## config.mk

```make
export PLATFORM = sky130hd
export DESIGN_NAME = mlp_frame_loader
export DESIGN_NICKNAME = d
export VERILOG_FILES = /design/src/rtl/mlp_pkg.sv /design/src/rtl/mlp_frame_pack.sv /design/src/rtl/mlp_frame_loader.sv
export SDC_FILE = /design/constraint.sdc
export NUM_CORES = 1
export LEC_CHECK = 0
export CAP_MARGIN = 20
export CORE_UTILIZATION = 50
export CTS_BUF_LIST = sky130_fd_sc_hd__clkbuf_8
export DETAILED_ROUTE_END_ITERATION = 16
export PLACE_DENSITY = 0.76
export SYNTH_ARGS = -nofsm -noshare
export SYNTH_HDL_FRONTEND = slang
export SYNTH_SLANG_ARGS = --single-unit
```

## constraint.sdc

```tcl
create_clock -name clk -period 2.5 [get_ports clk]
set_input_delay 0.375 -clock clk [delete_from_list [all_inputs] [get_ports clk]]
set_output_delay 0.375 -clock clk [all_outputs]
set_load 0.02 [all_outputs]
```

## src/rtl/mlp_pkg.sv

```systemverilog
// Shared constants and types for the quantised MLP frame loader.
package mlp_pkg;

  localparam int unsigned NUM_FEAT = 6;
  localparam int unsigned FEAT_W   = 4;
  localparam int unsigned CLS_W    = 2;
  localparam int unsigned VEC_W    = NUM_FEAT * FEAT_W;
  localparam int unsigned CNT_W    = $clog2(NUM_FEAT + 1);
  localparam int unsigned SET_W    = 8;

  typedef enum logic [1:0] {
    LOAD   = 2'd0,
    DRAIN  = 2'd1,
    SETTLE = 2'd2,
    HOLD   = 2'd3
  } state_t;

  typedef logic [FEAT_W-1:0] feat_t;
  typedef logic [VEC_W-1:0]  vec_t;
  typedef logic [CLS_W-1:0]  cls_t;
  typedef logic [CNT_W-1:0]  cnt_t;

endpackage

```

## src/rtl/mlp_frame_pack.sv

```systemverilog
// Slot-indexed feature register file; slot k lives at bits [k*FEAT_W +: FEAT_W].
module mlp_frame_pack
  import mlp_pkg::*;
(
  input  logic  clk,
  input  logic  rst,
  input  logic  clr,
  input  logic  we,
  input  cnt_t  idx,
  input  feat_t data,
  output vec_t  vec
);

  // Reset and clear wipe every slot; otherwise one slot is written per enable.
  always_ff @(posedge clk) begin
    if (rst) begin
      vec <= '0;
    end else if (clr) begin
      vec <= '0;
    end else if (we) begin
      for (int k = 0; k < NUM_FEAT; k++) begin
        if (idx == CNT_W'(k)) begin
          vec[k*FEAT_W +: FEAT_W] <= data;
        end
      end
    end
  end

endmodule

```

## src/rtl/mlp_frame_loader.sv

```systemverilog
// Front end of the combinational MLP classifier: packs a feature frame,
// holds it for a settle window, captures the class and returns it.
// Optional build macro: MLP_FAULT_INJ_EN (adds fault_mask / fault_arm).
module mlp_frame_loader
  import mlp_pkg::*;
#(
  parameter int unsigned SETTLE_CYC = 3
) (
  input  logic  clk,
  input  logic  rst,
  input  logic  feat_valid,
  output logic  feat_ready,
  input  feat_t feat_data,
  input  logic  feat_last,
  output vec_t  vec_o,
  input  cls_t  cls_i,
  output logic  res_valid,
  input  logic  res_ready,
  output cls_t  res_class,
  output logic  frame_err
`ifdef MLP_FAULT_INJ_EN
  ,
  input  vec_t  fault_mask,
  input  logic  fault_arm
`endif
);

  localparam cnt_t              LAST_IDX    = CNT_W'(NUM_FEAT - 1);
  localparam logic [SET_W-1:0]  SETTLE_LOAD = SET_W'(SETTLE_CYC - 1);

  state_t            state, state_n;
  cnt_t              cnt, cnt_n;
  logic [SET_W-1:0]  settle, settle_n;
  logic              res_valid_n;
  cls_t              res_class_n;
  logic              frame_err_n;
  logic              feat_ready_n;
  logic              pack_we;
  logic              pack_clr;
  logic              beat_acc;
  vec_t              frame;

  assign beat_acc = feat_valid & feat_ready;

  mlp_frame_pack u_pack (
    .clk  (clk),
    .rst  (rst),
    .clr  (pack_clr),
    .we   (pack_we),
    .idx  (cnt),
    .data (feat_data),
    .vec  (frame)
  );

`ifdef MLP_FAULT_INJ_EN
  vec_t mask_q, mask_n;

  // Fault mask latched on settle entry, dropped when the result is consumed.
  always_ff @(posedge clk) begin
    if (rst) begin
      mask_q <= '0;
    end else begin
      mask_q <= mask_n;
    end
  end

  assign vec_o = frame ^ mask_q;
`else
  assign vec_o = frame;
`endif

  // Control and result registers.
  always_ff @(posedge clk) begin
    if (rst) begin
      state      <= LOAD;
      cnt        <= '0;
      settle     <= '0;
      res_valid  <= 1'b0;
      res_class  <= '0;
      frame_err  <= 1'b0;
      feat_ready <= 1'b1;
    end else begin
      state      <= state_n;
      cnt        <= cnt_n;
      settle     <= settle_n;
      res_valid  <= res_valid_n;
      res_class  <= res_class_n;
      frame_err  <= frame_err_n;
      feat_ready <= feat_ready_n;
    end
  end

  // Next-state, counter and result logic.
  always_comb begin
    state_n     = state;
    cnt_n       = cnt;
    settle_n    = settle;
    res_valid_n = res_valid;
    res_class_n = res_class;
    frame_err_n = 1'b0;
    pack_we     = 1'b0;
    pack_clr    = 1'b0;
`ifdef MLP_FAULT_INJ_EN
    mask_n      = mask_q;
`endif

    case (state)
      LOAD: begin
        if (beat_acc) begin
          if (cnt == LAST_IDX) begin
            if (feat_last) begin
              pack_we  = 1'b1;
              cnt_n    = cnt + CNT_W'(1);
              settle_n = SETTLE_LOAD;
              state_n  = SETTLE;
`ifdef MLP_FAULT_INJ_EN
              mask_n   = fault_arm ? fault_mask : '0;
`endif
            end else begin
              // Long frame: drop this beat and swallow the rest of the frame.
              frame_err_n = 1'b1;
              pack_clr    = 1'b1;
              cnt_n       = '0;
              state_n     = DRAIN;
            end
          end else if (feat_last) begin
            // Short frame: discard everything collected so far.
            frame_err_n = 1'b1;
            pack_clr    = 1'b1;
            cnt_n       = '0;
          end else begin
            pack_we = 1'b1;
            cnt_n   = cnt + CNT_W'(1);
          end
        end
      end

      DRAIN: begin
        if (beat_acc && feat_last) begin
          cnt_n   = '0;
          state_n = LOAD;
        end
      end

      SETTLE: begin
        if (settle == '0) begin
          res_class_n = cls_i;
          res_valid_n = 1'b1;
          state_n     = HOLD;
        end else begin
          settle_n = settle - SET_W'(1);
        end
      end

      HOLD: begin
        if (res_ready) begin
          res_valid_n = 1'b0;
          cnt_n       = '0;
          state_n     = LOAD;
`ifdef MLP_FAULT_INJ_EN
          mask_n      = '0;
`endif
        end
      end

      default: begin
        state_n = LOAD;
      end
    endcase

    feat_ready_n = (state_n == LOAD) || (state_n == DRAIN);
  end

endmodule

```

==> impl_summary.log <==
[metrics] number of H-tree branching levels: 2
[metrics] clock group share of total power: 0.368
[metrics] vias in the first global route: 1578
[metrics] PnR worst setup slack: 0.3827 ns
[metrics] initial antenna violation count: 0
[metrics] post-synthesis share of cell area spent on and, or, nand and nor gates: 0.2366
[metrics] unrepaired setup endpoints after global routing: false
[metrics] Resized Gates After CTS: 0
[metrics] area growth from synthesis to layout: 27.80%
[metrics] sort of element at the end of the critical path: flip-flop
[metrics] maximum count of clock buffers along a single path: 2
[metrics] count of buffering cells on the critical path with inverters included: 1
[metrics] largest vdd supply drop: 0.3785 mV
[metrics] path type of the worst setup path: flip-flop to flip-flop
[metrics] synth unique cells: 37
[metrics] Achievable Freq: 472.3 MHz
[metrics] count of mapped cells out of synthesis: 200
[metrics] Synthesized Nets: 217
[metrics] layout net count: 255
[metrics] crit start category: flip-flop
[metrics] number of warnings issued by yosys: 0
[metrics] Cell Chain, Critical Path: inv_1 > ha_1 > and4b_1 > a21oi_1 > o21ai_0 > and3_1
[metrics] Worst EP required: 2.68 ns
[metrics] slew at the pin with the worst max-slew slack: 0.8029 ns
[metrics] WL final: 4268 um
[metrics] part of the power in registers: 0.563
[metrics] worst r2r src: cnt[1]$_SDFFE_PP0P_
[metrics] kind of cell adding the most delay to the critical path: compound AO/OA/AOI/OAI gates
[metrics] data arrival time of the critical path: 2.30 ns
[metrics] setup skew after layout: 0.009181 ns
[metrics] dominant register cell in the synthesized netlist: sky130_fd_sc_hd__dfxtp_1
[metrics] number of port buffers: 39
[metrics] cell chosen for the clock root: sky130_fd_sc_hd__clkbuf_8
[metrics] origin of the worst setup path: cnt[1]$_SDFFE_PP0P_
[metrics] XOR/XNOR share of the synthesized area: 0.004746
[metrics] clock period minus final worst setup slack: 2.117 ns
[metrics] Ant. Diodes: 0
[metrics] outcome: finished clean
[metrics] worst-path maximum fanout: 13
[metrics] Place WS: 0.2243 ns
[metrics] area fraction in compound gates after synthesis: 0.09017
[metrics] count of final max-slew check failures: 0
[metrics] synthesized area: 0.001846 mm2
[metrics] final number of setup-violating endpoints: 0
[metrics] global-route wire length before repair: 7203 um
[metrics] number of cells traversed by the worst hold path: 2
[metrics] chip width: 62.76 um
[metrics] instance count on the critical path: 6
[metrics] Tcrit/Tclk final: 0.8469
[metrics] async set-reset flop share out of synthesis: 0
[metrics] final hold viol count: 0
[metrics] area taken by flip-flops and latches: 840.8 um2
[metrics] clock tree from TritonCTS: yes
[metrics] design internal power: 930.2 uW
[metrics] DRC violations left: 0
[metrics] total half-perimeter wirelength after legalization and detailed placement: 3015 um
[metrics] mean number of vias per cell: 5.681
[metrics] combined area of the multi-input logic cells: 937.1 um2
[metrics] count of buffers added by post-CTS timing repair for setup: 0
[metrics] number of cells after detailed placement: 277
[metrics] type of the tightest min-delay check: flip-flop to flip-flop
[metrics] I/O Pins: 40
[metrics] Critical Path Max Stage Delay: 0.66 ns
[metrics] RD Place Congestion: 0.9231
[metrics] dominant combinational cell family by area after synthesis: simple AND/OR/NAND/NOR gates
[metrics] share of layout cells above drive strength 1: 0.07531
[metrics] max-cap violation count: 0
[metrics] cts-stage hold buffer count: 0
[metrics] largest net degree at the start of global routing: 25
[metrics] leak pwr: 0.0009602 uW
[metrics] R2R Setup Slk: 0.38 ns
[metrics] Logic pwr share: 0.070
[metrics] sequential element share of the synthesized area: 0.4556
[metrics] die height: 62.76 um
[metrics] post-CTS clock slew at the launch and capture registers of the worst setup and hold paths: 0.07 ns
[metrics] Fill cells: 289
[metrics] average wire length per cell after detail routing: 14.98 um
[metrics] depth of the most critical reg-to-reg path: 6
[metrics] fraction of the mapped netlist area in adder cells: 0.04068
[metrics] share of cell area taken by muxes after synthesis: 0.1356
[metrics] Detailed Routing Iterations Pass 1: 4
[metrics] Net Switching: 273.4 uW
[metrics] synthesized area per cell: 9.228 um2
[metrics] Core Area: 0.003442 mm2
[metrics] number of DRC markers after the initial detailed-route iteration: 171
[metrics] number of clock buffers inserted by TritonCTS: 5
[metrics] clock latency on the worst-skew pair: 0.30 ns
[metrics] Max stage delay cell, worst path: sky130_fd_sc_hd__a21oi_1
[metrics] number of flops mapped to enable cells by yosys: 0
[metrics] worst-case headroom to the max-slew limit: 0.4647
[metrics] net switching share of the total power: 0.2271
[metrics] overall via count from detail_route: 1619
[metrics] number of core rows: 21
[metrics] startpoint of the worst hold path: res_valid$_SDFFE_PP0P_
[metrics] number of nets with antenna violations after routing: 0
[metrics] post-synthesis register bit count: 42
[metrics] Die Area: 0.003938 mm2
[metrics] aggregate global-route resource usage: 0.2362
[metrics] Initial Util: 0.5362
[metrics] summed negative setup slack over all endpoints: 0 ns
[metrics] CTS sink cnt: 42
[metrics] grt total ovfl: 0
[metrics] power per unit of standard cell area: 510.3 mW/mm2
[metrics] Non-Filler Instances: 285
[placed cells by master (no fill, tap or decap), drive strengths merged, types with 3 or more instances in the layout]
cell / netlist / layout
o21ai: 4 / 4
nand2: 13 / 13
or4: 8 / 8
mux2i: 25 / 25
clkbuf: 9 / 6
clkdlybuf4s50: 0 / 39
a21oi: 11 / 11
o31ai: 4 / 4
a31oi: 3 / 3
nor2b: 3 / 3
ha: 6 / 6
dfxtp: 42 / 42
nand3: 7 / 7
inv: 9 / 10
nor2: 27 / 27
or3: 4 / 4
or2: 3 / 3
[synth_stat cells (2+ instances only)]
master                     count  area [um2]
sky130_fd_sc_hd__nand3b_1      2       15.01
sky130_fd_sc_hd__nand3_1       7       35.03
sky130_fd_sc_hd__nor2b_1       3       18.77
sky130_fd_sc_hd__mux2i_1      25       250.2
sky130_fd_sc_hd__or3_1         2       12.51
sky130_fd_sc_hd__nand2_1      13       48.80
sky130_fd_sc_hd__dfxtp_1      42       840.8
sky130_fd_sc_hd__nor2_1       27       101.4
sky130_fd_sc_hd__a21oi_1      11       55.05
sky130_fd_sc_hd__ha_1          6       75.07
sky130_fd_sc_hd__or4_1         5       37.54
sky130_fd_sc_hd__nor4_1        2       12.51
sky130_fd_sc_hd__and2_1        2       12.51
sky130_fd_sc_hd__and4b_1       2       20.02
sky130_fd_sc_hd__or2_2         3       18.77
sky130_fd_sc_hd__or4_2         2       17.52
sky130_fd_sc_hd__clkbuf_1      9       33.78
sky130_fd_sc_hd__a31oi_1       3       18.77
sky130_fd_sc_hd__or3_2         2       15.01
sky130_fd_sc_hd__and3_1        2       12.51
sky130_fd_sc_hd__inv_1         9       33.78
sky130_fd_sc_hd__o21ai_0       3       15.01
sky130_fd_sc_hd__o31ai_1       4       30.03
[cell families after synthesis]
kind of cell	Yosys count
simple gates	81
flops	42
compound gates	27
mux	25
buf+inv	18
fa+ha+maj	6
xor+xnor	1
[power by group through the flow]
stage,sequential [uW],combinational (uW),clock (uW)
6_report,677,83.8,443
2_1_floorplan,697,38.5,0
3_5_place_dp,693,82.7,0
4_1_cts,677,83.6,456
3_3_place_gp,692,81.0,0
5_1_grt,678,90.1,491
[worst register-to-register path: stages, from the launching register on]
cell                      delay (ns)
sky130_fd_sc_hd__dfxtp_1        0.39
sky130_fd_sc_hd__inv_1          0.08
sky130_fd_sc_hd__ha_1           0.26
sky130_fd_sc_hd__and4b_1        0.26
sky130_fd_sc_hd__a21oi_1        0.66
sky130_fd_sc_hd__o21ai_0        0.16
sky130_fd_sc_hd__and3_1         0.20
[stage by stage]
step | total power [uW] | hold slack (ns) | area (um2) | util
2_1_floorplan | 735.5 | 0.4547 | 1846 | -
3_3_place_gp | 773.3 | 0.4415 | 2267 | 0.6587
3_5_place_dp | 775.5 | 0.4581 | 2267 | 0.6587
4_1_cts | 1216 | 0.4685 | 2359 | 0.6852
5_1_grt | 1259 | 0.4942 | 2359 | 0.6852
6_report | 1204 | 0.4610 | 2359 | 0.6852
[layout make-up]
cell class | count | share of cell area
Tap cell | 46 | 0.02440
Clock buffer | 6 | 0.03501
Inverter | 9 | 0.01432
Multi-Input combinational cell | 140 | 0.3973
Timing Repair Buffer | 40 | 0.1687
Clock inverter | 2 | 0.003714
Sequential cell | 42 | 0.3565
[flip-flops by register name, indices dropped and copies added (netlist names)]
register    count
res_valid       1
res_class       2
u_pack.vec     24
frame_err       1
settle          8
cnt             3
feat_ready      1
state           2
[per-layer routing]
layer  GRT usage  vias to the layer above  wire [um]
met1      0.2632                      773       1782
met5           0                        -          0
met2      0.3927                       55       2091
met4      0.1163                        0         79
met3     0.08942                       10        314
li1            -                      781          -
[path summary, 6_finish.rpt]
check | to
worst max register to register | settle[1]$_SDFFE_PP0P_
worst min-delay path | res_valid$_SDFFE_PP0P_
worst max-delay path | settle[1]$_SDFFE_PP0P_
worst min register to register | res_valid$_SDFFE_PP0P_
(Power assumes the default switching activity.)
